<file path="config.mk">
export PLATFORM = sky130hd
export DESIGN_NAME = fruit_launcher_flat
export DESIGN_NICKNAME = d
export VERILOG_FILES = /design/src/rtl/fruit_launcher_if.sv /design/src/rtl/fruit_launcher.sv /design/src/flat_wrapper.sv
export SDC_FILE = /design/constraint.sdc
export NUM_CORES = 1
export LEC_CHECK = 0
export CORE_UTILIZATION = 47
export DETAILED_ROUTE_END_ITERATION = 8
export PLACE_DENSITY_LB_ADDON = 0.1
export SLEW_MARGIN = 10
export SYNTH_ARGS = -nofsm -noshare
export SYNTH_HDL_FRONTEND = slang
export SYNTH_SLANG_ARGS = --single-unit
</file>
<file path="constraint.sdc">
create_clock -name Clk -period 2.6 [get_ports Clk]
set_clock_uncertainty 0.05 [all_clocks]
set_input_delay 0.26 -clock Clk [delete_from_list [all_inputs] [get_ports Clk]]
set_output_delay 0.26 -clock Clk [all_outputs]
set_load 0.01 [all_outputs]
</file>
<file path="src/rtl/fruit_launcher_if.sv">
// Launcher-to-motion-slot init bundle.
// Is_Bomb exists only when LAUNCHER_BOMB_EN is defined.
interface fruit_launcher_if #(
  parameter int NUM_SLOTS = 4
);
  logic [NUM_SLOTS-1:0] out_of_screen;
  logic [NUM_SLOTS-1:0] Initialize;
  logic signed [31:0]   X_Pos_Init;
  logic signed [31:0]   Y_Pos_Init;
  logic signed [31:0]   X_V_Init;
  logic signed [31:0]   Y_V_Init;
  logic [2:0]           Fruit_Type;
`ifdef LAUNCHER_BOMB_EN
  logic                 Is_Bomb;
`endif

  modport master (
`ifdef LAUNCHER_BOMB_EN
    output Is_Bomb,
`endif
    input  out_of_screen,
    output Initialize,
    output X_Pos_Init,
    output Y_Pos_Init,
    output X_V_Init,
    output Y_V_Init,
    output Fruit_Type
  );

  modport slave (
`ifdef LAUNCHER_BOMB_EN
    input  Is_Bomb,
`endif
    output out_of_screen,
    input  Initialize,
    input  X_Pos_Init,
    input  Y_Pos_Init,
    input  X_V_Init,
    input  Y_V_Init,
    input  Fruit_Type
  );
endinterface

</file>
<file path="src/rtl/fruit_launcher.sv">
// Fruit launch scheduler: picks a free slot, randomizes, issues init.
// Optional bomb launches: define LAUNCHER_BOMB_EN.
module fruit_launcher #(
  parameter int          NUM_SLOTS         = 4,
  parameter int          FRUIT_WIDTH_HALF  = 32,
  parameter int          FRUIT_HEIGHT_HALF = 32,
  parameter int          VY_MIN            = 9,
  parameter int          GAP_MIN           = 20,
  parameter int          NUM_TYPES         = 4,
  parameter logic [15:0] LFSR_SEED         = 16'hACE1
) (
  input  logic             Clk,
  input  logic             Reset,
  input  logic             frame_clk_rising_edge,
  input  logic             Launch_En,
  fruit_launcher_if.master lif,
  output logic [15:0]      Launch_Count
);

  localparam int SW   = (NUM_SLOTS > 1) ? $clog2(NUM_SLOTS) : 1;
  localparam int SW1  = SW + 1;
  localparam int SPAN = 640 - 2 * FRUIT_WIDTH_HALF;

  typedef enum logic [1:0] {
    IDLE,
    PICK,
    LOAD,
    ISSUE
  } state_t;

  state_t               state_q, state_d;
  logic [15:0]          lfsr_q, lfsr_d;
  logic [15:0]          gap_q, gap_d;
  logic [15:0]          count_q, count_d;
  logic [SW-1:0]        slot_q, slot_d;
  logic [SW-1:0]        rr_q, rr_d;
  logic [3:0]           lgap_q, lgap_d;
  logic [NUM_SLOTS-1:0] init_q, init_d;
  logic signed [31:0]   x_q, x_d;
  logic signed [31:0]   y_q, y_d;
  logic signed [31:0]   xv_q, xv_d;
  logic signed [31:0]   yv_q, yv_d;
  logic [2:0]           type_q, type_d;
`ifdef LAUNCHER_BOMB_EN
  logic                 bomb_q, bomb_d;
`endif

  logic          hit;
  logic [SW-1:0] hit_idx;
  logic [SW:0]   sum;
  int            xpos;
  int            mag;

  // First free slot at or after the round-robin pointer.
  always_comb begin
    hit     = 1'b0;
    hit_idx = '0;
    sum     = '0;
    for (int i = 0; i < NUM_SLOTS; i++) begin
      sum = {1'b0, rr_q} + SW1'(i);
      if (sum >= SW1'(NUM_SLOTS))
        sum = sum - SW1'(NUM_SLOTS);
      if (!hit && lif.out_of_screen[sum[SW-1:0]]) begin
        hit     = 1'b1;
        hit_idx = sum[SW-1:0];
      end
    end
  end

  always_comb begin
    state_d  = state_q;
    gap_d    = gap_q;
    count_d  = count_q;
    slot_d   = slot_q;
    rr_d     = rr_q;
    lgap_d   = lgap_q;
    init_d   = init_q;
    x_d      = x_q;
    y_d      = y_q;
    xv_d     = xv_q;
    yv_d     = yv_q;
    type_d   = type_q;
`ifdef LAUNCHER_BOMB_EN
    bomb_d   = bomb_q;
`endif
    lfsr_d   = lfsr_q[0] ? ((lfsr_q >> 1) ^ 16'hB400)
                         : (lfsr_q >> 1);
    xpos     = FRUIT_WIDTH_HALF
             + (int'(lfsr_q[9:0]) % SPAN);
    mag      = 1 + int'(lfsr_q[14:13]);

    unique case (state_q)
      IDLE: begin
        if (gap_q != 16'd0) begin
          if (frame_clk_rising_edge)
            gap_d = gap_q - 16'd1;
        end else if (Launch_En) begin
          state_d = PICK;
        end
      end
      PICK: begin
        if (hit) begin
          slot_d  = hit_idx;
          state_d = LOAD;
        end else begin
          gap_d   = 16'd0;
          state_d = IDLE;
        end
      end
      LOAD: begin
        x_d    = xpos;
        y_d    = 479 + FRUIT_HEIGHT_HALF;
        xv_d   = (xpos < 320) ? mag : -mag;
        yv_d   = -(VY_MIN + int'(lfsr_q[12:10]));
        type_d = 3'(int'(lfsr_q[15:13]) % NUM_TYPES);
`ifdef LAUNCHER_BOMB_EN
        bomb_d = (lfsr_q[7:5] == 3'b000);
        if (bomb_d)
          type_d = 3'd0;
`endif
        lgap_d         = lfsr_q[3:0];
        init_d         = '0;
        init_d[slot_q] = 1'b1;
        state_d        = ISSUE;
      end
      ISSUE: begin
        // Only an edge seen with Initialize already high is a handshake.
        if (frame_clk_rising_edge) begin
          init_d  = '0;
          count_d = count_q + 16'd1;
          rr_d    = (slot_q == SW'(NUM_SLOTS - 1))
                  ? '0 : slot_q + 1'b1;
          gap_d   = 16'(GAP_MIN) + {12'd0, lgap_q};
          state_d = IDLE;
        end
      end
      default: state_d = IDLE;
    endcase
  end

  always_ff @(posedge Clk) begin
    if (Reset) begin
      state_q <= IDLE;
      lfsr_q  <= LFSR_SEED;
      gap_q   <= '0;
      count_q <= '0;
      slot_q  <= '0;
      rr_q    <= '0;
      lgap_q  <= '0;
      init_q  <= '0;
      x_q     <= '0;
      y_q     <= '0;
      xv_q    <= '0;
      yv_q    <= '0;
      type_q  <= '0;
`ifdef LAUNCHER_BOMB_EN
      bomb_q  <= 1'b0;
`endif
    end else begin
      state_q <= state_d;
      lfsr_q  <= lfsr_d;
      gap_q   <= gap_d;
      count_q <= count_d;
      slot_q  <= slot_d;
      rr_q    <= rr_d;
      lgap_q  <= lgap_d;
      init_q  <= init_d;
      x_q     <= x_d;
      y_q     <= y_d;
      xv_q    <= xv_d;
      yv_q    <= yv_d;
      type_q  <= type_d;
`ifdef LAUNCHER_BOMB_EN
      bomb_q  <= bomb_d;
`endif
    end
  end

  assign lif.Initialize = init_q;
  assign lif.X_Pos_Init = x_q;
  assign lif.Y_Pos_Init = y_q;
  assign lif.X_V_Init   = xv_q;
  assign lif.Y_V_Init   = yv_q;
  assign lif.Fruit_Type = type_q;
`ifdef LAUNCHER_BOMB_EN
  assign lif.Is_Bomb    = bomb_q;
`endif
  assign Launch_Count   = count_q;

endmodule

</file>
<file path="src/flat_wrapper.sv">
// flat-port wrapper written by rule: the top's interface ports become plain ports
module fruit_launcher_flat 
#(
  parameter int          NUM_SLOTS         = 4,
  parameter int          FRUIT_WIDTH_HALF  = 32,
  parameter int          FRUIT_HEIGHT_HALF = 32,
  parameter int          VY_MIN            = 9,
  parameter int          GAP_MIN           = 20,
  parameter int          NUM_TYPES         = 4,
  parameter logic [15:0] LFSR_SEED         = 16'hACE1
)
  (Clk, Reset, frame_clk_rising_edge, Launch_En, Launch_Count, lif_out_of_screen, lif_Initialize, lif_X_Pos_Init, lif_Y_Pos_Init, lif_X_V_Init, lif_Y_V_Init, lif_Fruit_Type);
  fruit_launcher_if #(.NUM_SLOTS(NUM_SLOTS)) lif_i ();
  input  logic Clk;
  input  logic Reset;
  input  logic frame_clk_rising_edge;
  input  logic Launch_En;
  output logic [15:0] Launch_Count;
  input wire logic [$bits(lif_i.out_of_screen)-1:0] lif_out_of_screen;
  output wire logic [$bits(lif_i.Initialize)-1:0] lif_Initialize;
  output wire logic [$bits(lif_i.X_Pos_Init)-1:0] lif_X_Pos_Init;
  output wire logic [$bits(lif_i.Y_Pos_Init)-1:0] lif_Y_Pos_Init;
  output wire logic [$bits(lif_i.X_V_Init)-1:0] lif_X_V_Init;
  output wire logic [$bits(lif_i.Y_V_Init)-1:0] lif_Y_V_Init;
  output wire logic [$bits(lif_i.Fruit_Type)-1:0] lif_Fruit_Type;
  assign lif_i.out_of_screen = lif_out_of_screen;
  assign lif_Initialize = lif_i.Initialize;
  assign lif_X_Pos_Init = lif_i.X_Pos_Init;
  assign lif_Y_Pos_Init = lif_i.Y_Pos_Init;
  assign lif_X_V_Init = lif_i.X_V_Init;
  assign lif_Y_V_Init = lif_i.Y_V_Init;
  assign lif_Fruit_Type = lif_i.Fruit_Type;
  fruit_launcher #(.NUM_SLOTS(NUM_SLOTS), .FRUIT_WIDTH_HALF(FRUIT_WIDTH_HALF), .FRUIT_HEIGHT_HALF(FRUIT_HEIGHT_HALF), .VY_MIN(VY_MIN), .GAP_MIN(GAP_MIN), .NUM_TYPES(NUM_TYPES), .LFSR_SEED(LFSR_SEED)) u_core (.Clk(Clk), .Reset(Reset), .frame_clk_rising_edge(frame_clk_rising_edge), .Launch_En(Launch_En), .lif(lif_i), .Launch_Count(Launch_Count));
endmodule
</file>
==> impl_metrics.env <==
export IMPL_syn_area_per_cell_um2=8.65
export IMPL_first_pass_iters=4
export IMPL_die_h_um=105
export IMPL_drc=0
export IMPL_tightest_slew_ns=0.591
export IMPL_holdWs_ns=0.317
export IMPL_synth_area_leader_cell="dfxtp_1"
export IMPL_rsz0062_at_grt="no"
export IMPL_report_final_setup_viol=0
export IMPL_max_cap_viol_count=0
export IMPL_ctsHtreeMaxLevel=3
export IMPL_ir_drop_mv=0.406
export IMPL_yosysMostFrequentCell="dfxtp_1"
export IMPL_root_buffer="clkbuf_8"
export IMPL_synth_cells=577
export IMPL_path_max_fanout=9
export IMPL_stdcell_count=784
export IMPL_multi_input_area_um2=2140
export IMPL_die_w_um=105
export IMPL_outcome="completed"
export IMPL_netlist_area_leader_share=0.433
export IMPL_synth_edf_count=0
export IMPL_syn_cell_area_um2=4990
export IMPL_routed_wl_mm=9.99
export IMPL_max_freq_ghz=0.411
export IMPL_worst_setup_path_end_kind="register"
export IMPL_dp_hpwl_mm=6.95
export IMPL_reg2reg_slack_ns=0.16
export IMPL_overflow=0
export IMPL_drv_slew=0
export IMPL_synth_async_sr_flop_share=0
export IMPL_area_delta_synth_final_pct=22.6
export IMPL_hold_violations=0
export IMPL_avgViaCountPerCell=4.91
export IMPL_cts_buffer_depth=2
export IMPL_seqCellArea_um2=2160
export IMPL_slew_headroom=0.602
export IMPL_fin_tns_setup_ns=0
export IMPL_grt_pass1_wl_mm=16.5
export IMPL_synth_distinct_cells=47
export IMPL_drive_above_1_share=0.0602
export IMPL_avgRoutedWirePerCell_um=12.7
export IMPL_antenna_found_initial=0
export IMPL_std_cell_rows=37
export IMPL_startpoint_type="register"
export IMPL_diodes=0
export IMPL_first_iter_violations=150
export IMPL_min_path_type="in -> reg"
export IMPL_placed_cells=767
export IMPL_grt_usage=0.184
export IMPL_vias=3847
export IMPL_initial_core_util=0.483
export IMPL_cts_sinks=108
export IMPL_synth_ff_type="dfxtp_1"
export IMPL_period_needed_ns=2.44
export IMPL_p_leak_nw=2.36
export IMPL_hold_buffers=0
export IMPL_final_antenna_net_count=0
export IMPL_arrival_ns=2.61
export IMPL_synth_seq_cells=108
export IMPL_clock_latency_ns=0.36
export IMPL_fillers=876
export IMPL_cp_required_ns=2.77
export IMPL_fp_coreArea_um2=10300
export IMPL_yosysWarnings=0
export IMPL_numCtsBuffers=9
export IMPL_clk_pin_slew_worst_paths_ns=0.10
export IMPL_power_density_nw_per_um2=880
export IMPL_gp_congestion=0.808
export IMPL_layout_nets=665
export IMPL_first_global_vias=3453
export IMPL_die_area_um2=11000
export IMPL_ys_seq_area_frac=0.433
export IMPL_io_pins=159
export IMPL_port_buffers=134
export IMPL_ys_top_cells_by_count="dfxtp_1, buf_4, nand2_1"
export IMPL_path_class="reg -> reg"
export IMPL_yosys_top_cells_area="dfxtp_1, buf_4, nand2_1, a21oi_1, nor2_1"
export IMPL_grt_start_max_net_pins=48
export IMPL_period_share=0.937
export IMPL_cts_tree="built"
-- what timing repair did --
action,in CTS,in global routing
setup buffers,0,1
gates resized for setup,1,1
cloned,0,0
setup endpoints to repair,2,3
pin swaps,0,1
-- worst max-delay path, cell delays in order (launching register included) --
cell and delay [ns]:
dfxtp_1 0.39, or3_1 0.42, nand2_1 0.13, xnor2_1 0.13
ha_2 0.24, nand3_1 0.12, a22oi_1 0.20, o22ai_1 0.15
a211oi_2 0.25, buf_4 0.17, a211oi_1 0.06
-- state kept, by name (all words and copies together) (netlist names), named ones only --
register and cells:
u_core.lif.X_Pos_Init 32, u_core.Launch_Count 16, u_core.gap_q 16, u_core.lfsr_q 16, u_core.lif.Y_V_Init 9, u_core.lif.X_V_Init 5
u_core.lif.Initialize 4, u_core.lif.Fruit_Type 2, u_core.rr_q 2, u_core.slot_q 2, u_core.lgap_q 1, u_core.lif.Y_Pos_Init 1
u_core.state_q 1
-- path summary, 6_finish.rpt --
path	from	endpoint	cells past startpoint
max	u_core.lfsr_q[7]	u_core.lif.X_V_Init[30]	10
min	Reset	u_core.lfsr_q[8]	2
max reg2reg	u_core.lfsr_q[7]	u_core.lif.X_V_Init[30]	10
min reg2reg	u_core.lfsr_q[15]	u_core.lfsr_q[14]	1
-- power breakdown --
part	internal [mW]	switching, mW	leakage (nW)
Combinational	1.16	1.12	1.39
Sequential	1.88	0.255	0.877
Clock	0.364	0.600	0.0921
Total	3.40	1.98	2.36
-- kinds of logic (layout without fill, tap and decap cells) --
| family | after synthesis | after routing | share of synthesized area |
|---|---|---|---|
| simple gates | 210 | 210 | 0.209 |
| compound gates | 86 | 86 | 0.104 |
| xor+xnor | 32 | 32 | 0.0562 |
| flops | 108 | 108 | 0.433 |
| other cells | 1 | 24 | 0.000752 |
| fa+ha+maj | 14 | 14 | 0.0351 |
| mux | 2 | 2 | 0.00401 |
| buf+inv | 124 | 172 | 0.157 |
-- cells in the final DEF, fill, tap and decap left out, types with 3 or more instances in the layout --
cell,count
nand3_1,16
nor4_1,3
conb_1,24
dfxtp_1,108
o21ai_0,7
o211ai_1,3
o21a_1,3
a21oi_1,44
or2_2,6
and3_1,25
a31oi_1,7
buf_4,7
xnor2_1,14
nand2_1,63
nor2b_1,10
or4_1,5
xor2_1,18
a211oi_1,8
clkbuf_8,9
nor2_1,52
nor3_1,6
nand3b_1,3
inv_1,13
clkdlybuf4s50_1,133
ha_1,13
or3_1,4
o31ai_1,3
nand2b_1,4
-- metal layers --
metal  up-vias  GRT usage  share of wire
met5         -          0              0
met4         0     0.0734          0.013
met3         9     0.0331          0.049
met2       115      0.310           0.47
met1      1773      0.233           0.47
li1       1950          -              -
-- area by class of cell --
type,count,share of cell area
clock buffers,9,0.0203
clock inverters,7,0.00962
inverters,14,0.00859
multi-input cells,368,0.350
flip-flops and latches,108,0.354
well taps,136,0.0278
repair buffers,142,0.230
-- through the flow --
stage | area [µm²] | total power [mW] | utilization | setup WS, ns
after global placement | 5920 | 4.41 | 0.573 | 0.135
final | 6110 | 5.38 | 0.592 | 0.165
after CTS | 6100 | 5.43 | 0.591 | 0.105
after global routing | 6110 | 5.75 | 0.592 | 0.00373
after floorplan | 5070 | 3.81 | - | 0.213
after detailed placement | 5920 | 4.46 | 0.573 | -0.00423
Power figures use the tool's default switching activity.
